<file path="src/rtl/ram_valid_pkg.sv">
// Shared types and elaboration-time helpers for the validated dual-port RAM.
package ram_valid_pkg;

  typedef enum logic {
    IDLE  = 1'b0,
    SCRUB = 1'b1
  } ram_valid_state_t;

  // Widest valid vector popcount accepts; callers size-cast into it.
  localparam int unsigned POP_MAX_W = 1024;

  function automatic int unsigned popcount(input logic [POP_MAX_W-1:0] v);
    int unsigned n;
    n = 0;
    for (int i = 0; i < POP_MAX_W; i++) begin
      n += {31'b0, v[i]};
    end
    return n;
  endfunction

endpackage

</file>
<file path="src/rtl/ram_valid_dp.sv">
// Simple-dual-port RAM with per-entry valid bits, invalidate port, live valid
// count and a background scrub engine that clears the whole array.
module ram_valid_dp
  import ram_valid_pkg::*;
#(
  parameter int                      ADDR_W     = 4,
  parameter int                      DATA_W     = 4,
  parameter logic [(2**ADDR_W)-1:0]  RST_VALID  = '0,
  parameter logic [DATA_W-1:0]       FILL_VALUE = '0
) (
  input  logic              clk_i,
  input  logic              rst_n_i,
  input  logic              wr_en_i,
  input  logic [ADDR_W-1:0] wr_addr_i,
  input  logic [DATA_W-1:0] wr_data_i,
  input  logic              inv_en_i,
  input  logic [ADDR_W-1:0] inv_addr_i,
  input  logic              rd_en_i,
  input  logic [ADDR_W-1:0] rd_addr_i,
  output logic [DATA_W-1:0] rd_data_o,
  output logic              rd_valid_o,
  output logic              rd_hit_o,
  input  logic              clr_i,
  output logic              busy_o,
  output logic [ADDR_W:0]   valid_cnt_o
);

  localparam int DEPTH = 2**ADDR_W;
  localparam logic [ADDR_W:0]   RST_CNT  = (ADDR_W+1)'(popcount(POP_MAX_W'(RST_VALID)));
  localparam logic [ADDR_W:0]   CNT_ONE  = 1;
  localparam logic [ADDR_W-1:0] LAST_IDX = ADDR_W'(DEPTH - 1);

  ram_valid_state_t  state_q, state_d;
  logic [ADDR_W-1:0] scrub_cnt_q, scrub_cnt_d;
  logic [DEPTH-1:0]  valid_q, valid_d;
  logic [ADDR_W:0]   cnt_q, cnt_d;
  logic [DATA_W-1:0] rd_data_q;
  logic              rd_valid_q, rd_hit_q;
  logic [DATA_W-1:0] mem_q [DEPTH];

  logic busy, last, inc, dec;

  assign busy = (state_q == SCRUB);
  assign last = busy && (scrub_cnt_q == LAST_IDX);

  // FSM: state register
  always_ff @(posedge clk_i or negedge rst_n_i) begin
    if (!rst_n_i) begin
      state_q     <= IDLE;
      scrub_cnt_q <= '0;
    end else begin
      state_q     <= state_d;
      scrub_cnt_q <= scrub_cnt_d;
    end
  end

  // FSM: next state; the scrub counter wraps to 0 on the exit cycle
  always_comb begin
    state_d     = state_q;
    scrub_cnt_d = scrub_cnt_q;
    unique case (state_q)
      IDLE: begin
        if (clr_i) begin
          state_d     = SCRUB;
          scrub_cnt_d = '0;
        end
      end
      SCRUB: begin
        scrub_cnt_d = scrub_cnt_q + 1'b1;
        if (last) state_d = IDLE;
      end
      default: state_d = IDLE;
    endcase
  end

  // FSM: outputs
  always_comb begin
    busy_o = (state_q == SCRUB);
  end

  // Valid vector and count; a same-address write overrides the invalidate.
  always_comb begin
    valid_d = valid_q;
    cnt_d   = cnt_q;
    inc     = 1'b0;
    dec     = 1'b0;
    if (busy) begin
      valid_d[scrub_cnt_q] = 1'b0;
      if (last)                      cnt_d = '0;
      else if (valid_q[scrub_cnt_q]) cnt_d = cnt_q - CNT_ONE;
    end else begin
      if (inv_en_i && !(wr_en_i && (wr_addr_i == inv_addr_i))) begin
        valid_d[inv_addr_i] = 1'b0;
        dec                 = valid_q[inv_addr_i];
      end
      if (wr_en_i) begin
        valid_d[wr_addr_i] = 1'b1;
        inc                = !valid_q[wr_addr_i];
      end
      cnt_d = cnt_q + (inc ? CNT_ONE : '0) - (dec ? CNT_ONE : '0);
    end
  end

  always_ff @(posedge clk_i or negedge rst_n_i) begin
    if (!rst_n_i) begin
      valid_q <= RST_VALID;
      cnt_q   <= RST_CNT;
    end else begin
      valid_q <= valid_d;
      cnt_q   <= cnt_d;
    end
  end

  // Storage is not reset so it can map onto block RAM.
  always_ff @(posedge clk_i) begin
    if (busy)         mem_q[scrub_cnt_q] <= FILL_VALUE;
    else if (wr_en_i) mem_q[wr_addr_i]   <= wr_data_i;
  end

  // Read-first: old data and old valid bit are sampled at the same edge.
  always_ff @(posedge clk_i or negedge rst_n_i) begin
    if (!rst_n_i) begin
      rd_valid_q <= 1'b0;
      rd_hit_q   <= 1'b0;
      rd_data_q  <= '0;
    end else if (rd_en_i) begin
      rd_valid_q <= 1'b1;
      rd_hit_q   <= valid_q[rd_addr_i];
      rd_data_q  <= valid_q[rd_addr_i] ? mem_q[rd_addr_i] : '0;
    end else begin
      rd_valid_q <= 1'b0;
    end
  end

  assign rd_data_o   = rd_data_q;
  assign rd_valid_o  = rd_valid_q;
  assign rd_hit_o    = rd_hit_q;
  assign valid_cnt_o = cnt_q;

endmodule

</file>
<file path="config.mk">
export PLATFORM = sky130hd
export DESIGN_NAME = ram_valid_dp
export DESIGN_NICKNAME = d
export VERILOG_FILES = /design/src/rtl/ram_valid_pkg.sv /design/src/rtl/ram_valid_dp.sv
export SDC_FILE = /design/constraint.sdc
export NUM_CORES = 1
export LEC_CHECK = 0
export ABC_AREA = 1
export CAP_MARGIN = 5
export CORE_ASPECT_RATIO = 0.5
export CORE_MARGIN = 5
export CORE_UTILIZATION = 60
export CTS_CLUSTER_SIZE = 12
export DETAILED_ROUTE_END_ITERATION = 6
export PLACE_DENSITY_LB_ADDON = 0.12
export SYNTH_ARGS = -nofsm -noshare
export SYNTH_HDL_FRONTEND = slang
export SYNTH_SLANG_ARGS = --single-unit
</file>
<file path="constraint.sdc">
create_clock -name clk_i -period 3.3 [get_ports clk_i]
set_input_delay 0.66 -clock clk_i [delete_from_list [all_inputs] [get_ports clk_i]]
set_output_delay 0.66 -clock clk_i [all_outputs]
set_load 0.01 [all_outputs]
</file>
# Yosys cells after proc, flatten, opt, wreduce, memory -nomap -nowiden
# Memory sizes are Yosys's and may differ from the RTL's.
# Index checks and enable logic that the tools add are counted.
dict set report totals {
  regBits 32
  mem_count 1
  word_cells 80
  mem_bits_rw 64
  inputBits 22
  out_inout_bits 12
}
# memory depth word_bits rd rd_ports_with_merged_regs wr line
set memory_table {}
lappend memory_table {mem_q 16 4 1 0 1 ram_valid_dp.sv:39} ;# logic [DATA_W-1:0] mem_q [DEPTH];
dict set report op_classes {
  n_mux 42
  add_sub_neg 4
  n_lt_le_gt_ge 7
  reduce_logical 9
  n_bitwise 6
  n_eq_ne 4
}
# operator count
set ops {}
lappend ops {{$mux 16} 4}
lappend ops {{$and 16x16->16} 2}
lappend ops {{$not 16->16} 2}
lappend ops {{$mux 1} 22}
lappend ops {{$lt 4x5->1 const B} 4}
lappend ops {{$bmux 1 s4} 4}
lappend ops {{$mux 4} 4}
lappend ops {{$or 16x16->16} 1}
lappend ops {{$mux 5} 3}
lappend ops {{$demux 1 s4} 3}
lappend ops {{$ge 4x1->1 const B} 3}
lappend ops {{$pmux 4 s2} 1}
lappend ops {{$logic_and 1x1->1} 6}
lappend ops {{$add 5x1->5} 1}
lappend ops {{$sub 5x1->5} 1}
lappend ops {{$sub 5x1->5 const B} 1}
lappend ops {{$add 4x1->4 const B} 1}
lappend ops {{$eq 4x4->1} 1}
lappend ops {{$eq 4x4->1 const B} 1}
lappend ops {{$reduce_or 4->1} 1}
lappend ops {{$ne 3x1->1 const B} 1}
lappend ops {{$logic_not 1->1} 2}
lappend ops {{$ne 2x2->1 const B} 1}
lappend ops {{$pmux 1 s2} 1}
lappend ops {{$not 1->1} 1}

# Depth between registers and ports, before layout
dict set report depth {
  ltp_word 11
  ltp_mapped 23
  depth_no_buf 22
}

# Worst setup path before layout
# OpenSTA, ideal clock, no wires.
dict set report synth_timing {
  path_kind {input port to flip-flop}
  start {input port wr_en_i}
  end {register cnt_q[4] (netlist: valid_cnt_o[4])}
  stages 21
  required_time_ps 3183
  n_path_buf 2
  setup_ps 117
  t_arrival_ps 2903
  setup_slack_ps 280
  path_cell_list {buf_2 -> o21ai_1 -> nor2_1 -> nand2_4 -> buf_12 -> nand2_2 -> nand3b_1 -> nor2_1 -> ha_1 -> inv_1 -> ha_1 -> inv_1 -> fa_1 -> nor2_1 -> nor2_1 -> nor2_1 -> o21bai_1 -> nand3_1 -> nand2_1 -> nand2_1 -> nand2_1}
}
dict set report synth_via {
  elab_chain_len 8
  word_cells_on_any_way 12
  cone_classes {add/sub (2); mux (7); reduce/logical (3)}
}
# element line
set synth_lines {}
lappend synth_lines {{from (decl)} ram_valid_dp.sv:13} ;# input logic wr_en_i,
lappend synth_lines {{parallel branches: the longest is 6 deep, another holds $add 5x1->5} -}
lappend synth_lines {{$sub 5x1->5 *} ram_valid_dp.sv:100} ;# cnt_d = cnt_q + (inc ? CNT_ONE : '0) - (dec ? CNT_ONE : '0);
lappend synth_lines {{$mux 5 *} ram_valid_dp.sv:87} ;# if (busy) begin
lappend synth_lines {{to (signal assigned)} ram_valid_dp.sv:110} ;# cnt_q <= cnt_d;
lappend synth_lines {{to (decl)} ram_valid_dp.sv:36} ;# logic [ADDR_W:0] cnt_q, cnt_d;
# Mark *: on every way between the ends. The select of a mux whose other input is x is not followed.
# A chain may end at the register's enable or synchronous reset.

# Worst setup path after layout
dict set report layout_timing {
  start {input port inv_addr_i[3]}
  end {register cnt_q[4] (netlist: valid_cnt_o[4])}
}
dict set report layout_via {
  elab_chain_len 9
  word_cells_on_any_way 11
  cone_classes {add/sub (1); eq/ne (1); mux (6); reduce/logical (3)}
}
# element line
set layout_lines {}
lappend layout_lines {{from (decl)} ram_valid_dp.sv:17} ;# input logic [ADDR_W-1:0] inv_addr_i,
lappend layout_lines {{parallel branches: the longest is 4 deep, another holds $bmux 1 s4} -}
lappend layout_lines {{$mux 1 *} ram_valid_dp.sv:92} ;# if (inv_en_i && !(wr_en_i && (wr_addr_i == inv_addr_i))) begin
lappend layout_lines {{$mux 1 *} ram_valid_dp.sv:87}
lappend layout_lines {{$mux 1 *} ram_valid_dp.sv:100}
lappend layout_lines {{$sub 5x1->5 *} ram_valid_dp.sv:100}
lappend layout_lines {{$mux 5 *} ram_valid_dp.sv:87}
# Marked as above.

==> metrics.yaml <==
status:
  status: "finished, final reports clean"
logic_synthesis:
  synthAdderAreaFrac_pct: 3.17
  syn_nets: 767
  yosys-top-cells-area: "edfxtp_1 (33%), nand2_1 (15%), dfrtp_1 (14%), nand3_1 (7.9%), inv_1 (5.3%)"
  synthArstFlopShare_pct: 33.3
  yosysWarnings: 0
  synthCells: 731
  muxShareOfSynthArea_pct: 0
  synth_cell_types: 37
  synthTopCellsByCount: "nand2_1 (224), nand3_1 (91), inv_1 (82), nor2_1 (79), edfxtp_1 (64)"
  synth_edf_count: 64
  synth_simple_gate_area_share_pct: 31.6
  synthFlopType: "edfxtp_1"
  synth_top_family_by_area: "simple AND/OR/NAND/NOR gates"
  yosysTopAreaCell: "edfxtp_1"
  ys_seq_area_share_pct: 47.2
  synth.avg_cell_area_um2: 7.89
  yosysTopAreaCellShare_pct: 33.3
  yosysMostFrequentCell: "nand2_1"
  synth_area_mm2: 0.00576
  synth-compound-area-share_pct: 8.23
  ys_seq_elements: 96
  synth-xor-area-share_pct: 0.760
clock_network:
  htreeDepth: 3
  cts_tree: "done"
  cts.path.max_buffers: 2
  cts_made_buffers: 9
  clk_root_buffer_cell: "clkbuf_16"
  cts.clk_slew.worst_paths_ps: 70
  clk_latency_ps: 350
  cts_sinks: 96
  cts_hold_buf: 0
worst_setup_path:
  crit_required_ps: 3540
  critical-path-slowest-cell: "clkdlybuf4s50_1"
  crit_chain: "clkdlybuf4s50_1, inv_1, o21ai_2, nor2_4, nand2_4, nand2_2, nand3b_1, nor2_2, ha_1, inv_1, ha_1, inv_1, fa_2, nor2_1, nor2_1, nor2_1, o21bai_1, nand3_1, nand2_1, nand2_1, nand2_1"
  critPathArrivalTime_ps: 3280
  worstSetupStartpointType: "input port"
  critical-path-max-stage-delay_ps: 500
  critPathMaxFanout: 3
  end_kind: "flip-flop"
  cpLargestDelayFamily: "simple AND/OR/NAND/NOR gates"
  worstSetupPathType: "in2reg"
  worst-path-buf-inv: 4
global_route:
  grt-busiest-layer: "met2"
  grt_use_met3_pct: 5.19
  grt.overflow.total: 0
  grtUsageTotal_pct: 26.8
  use_met1_pct: 37.4
  first_global_vias: 4780
  antenna_found_initial: 0
  grt_max_degree: 39
  grt_pass1_wl_um: 24400
  grtUsageMet2_pct: 43.8
pwr:
  ir_drop_uv: 573
  p_int_mw: 2.95
  switching_share_pct: 42.2
  powerDensity_mw_per_mm2: 762
  switchingPower_mw: 2.15
  seq_power_share_pct: 38.1
  pwr-share-comb_pct: 42.0
  p_leak_nw: 3.10
  p_clk_share_pct: 19.9
placement:
  placedInstanceArea_mm2: 0.00639
  hpwlAfterDp_um: 10600
  io_buffers: 33
  gp_congestion: 0.929
die:
  design.core.area_mm2: 0.00942
  ios: 34
  die-area_mm2: 0.0118
  rows: 25
  initial_core_util_pct: 61.2
  die_h_um: 79.3
  die_x_um: 149
layout:
  insertedDiodeCount: 0
  synthToLayoutAreaGrowth_pct: 16.2
  nets: 825
  drive_above_1_share_pct: 12.7
  fin_area_mm2: 0.00670
sta:
  fin_skew_ps: 9.72
  whs_ps: 500
  hold_viol_final: 0
  rsz0062_at_grt: "false"
  finalCritPeriodShare_pct: 92.2
  drv_slew: 0
  min_period_ps: 3040
  tightest_slew_ps: 607
  fmax_mhz: 329
  max-slew-margin-rel_pct: 59.4
  setup_viol: 0
routing:
  drc: 0
  vias: 5124
  drt_wl_total_um: 15000
  wl_per_cell_um: 16.2
  dr.pass1.iters: 6
  drtIter0Drc: 565
  via_per_inst: 5.52
  ant_nets: 0
min_path:
  hp-class: "reg2reg"
job:
  maxCapViolations: 0
## worst paths after layout
| kind | depth (start not counted) | slack [ps] | end | startpoint |
|---|---|---|---|---|
| min in group asynchronous | 1 | 640 | valid_q[13] | rst_n_i |
| worst max register to register | 19 | 690 | valid_cnt_o[4] | valid_q[6] |
| worst max-delay path | 21 | 260 | valid_cnt_o[4] | inv_addr_i[3] |
| worst min register to register | 2 | 500 | rd_data_o[1] | rd_data_o[1] |
| max in group asynchronous | 2 | 1960 | valid_q[8] | rst_n_i |
| worst min-delay path | 2 | 500 | rd_data_o[1] | rd_data_o[1] |
## routing by layer
layer / share of wire, % / wire (um)
met3: 8.3 / 1250
met5: 0 / 0
met1: 44 / 6580
met2: 47 / 7000
met4: 1.2 / 180
## logic make-up (layout without fill, tap and decap cells)
kind of cell	after synthesis	in the layout
DFF	96	96
adders and majority gates	14	14
AOI/OAI and AO/OA	76	76
xor gates and xnor gates	5	5
buffers and inverters	117	180
and+or+nand+nor	423	423
## state kept, by name (all words and copies together), names as in the netlist
name         cells
mem_q           64
rd_hit_o         1
busy_o           1
rd_valid_o       1
scrub_cnt_q      4
valid_q         16
rd_data_o        4
valid_cnt_o      5
## final cells by class
class | instances | area, um^2
Sequential cell | 96 | 2720
Fill cell | 763 | 2720
Multi-Input combinational cell | 518 | 2540
Timing Repair Buffer | 73 | 641
Inverter | 91 | 342
Clock buffer | 9 | 225
Tap cell | 135 | 169
Clock inverter | 7 | 58.8
## layout by cell type, fill, tap and decap left out, types with 4 or more instances in the layout
cell	n
o22ai_1	19
inv_6	4
inv_2	9
clkdlybuf4s50_1	29
o211ai_1	5
nand2_1	220
nand3_2	10
edfxtp_1	64
clkbuf_16	9
o21ai_0	15
a21oi_2	9
dlymetal6s2s_1	4
ha_1	13
nor2_1	77
nand2_2	8
inv_1	81
dfrtp_1	32
buf_4	40
nand3_1	91
a21oi_1	16
## stage by stage
stage	instances	power [mW]	setup TNS (ps)	worst slack (ps)	util (%)
detailed placement	913	4.06	-426	-236	67.9
global placement	913	4.03	-409	-241	67.9
global route	929	5.50	0	22.5	71.2
CTS	929	5.09	0	107	70.9
finish	929	5.10	0	256	71.2
floorplan	731	3.42	0	280	-
## worst min-delay path, delay by kind of cell (launching register included)
family	cells	cell delay, ps
DFF	1	360
and+or+nand+nor	2	110
## power by group through the flow
stage / combinational [mW] / sequential (mW) / clock (mW)
4_1_cts: 2.13 / 1.93 / 1.03
6_report: 2.14 / 1.94 / 1.02
5_1_grt: 2.43 / 1.98 / 1.09
2_1_floorplan: 1.57 / 1.85 / 0
3_5_place_dp: 2.11 / 1.95 / 0
3_3_place_gp: 2.08 / 1.95 / 0
## timing repair
| item | CTS | global route |
|---|---|---|
| buffers inserted | 0 | 0 |
| resized for setup | 0 | 12 |
| endpoints found under the setup margin | 0 | 2 |
Note: power is estimated with default switching activity, not from simulation.
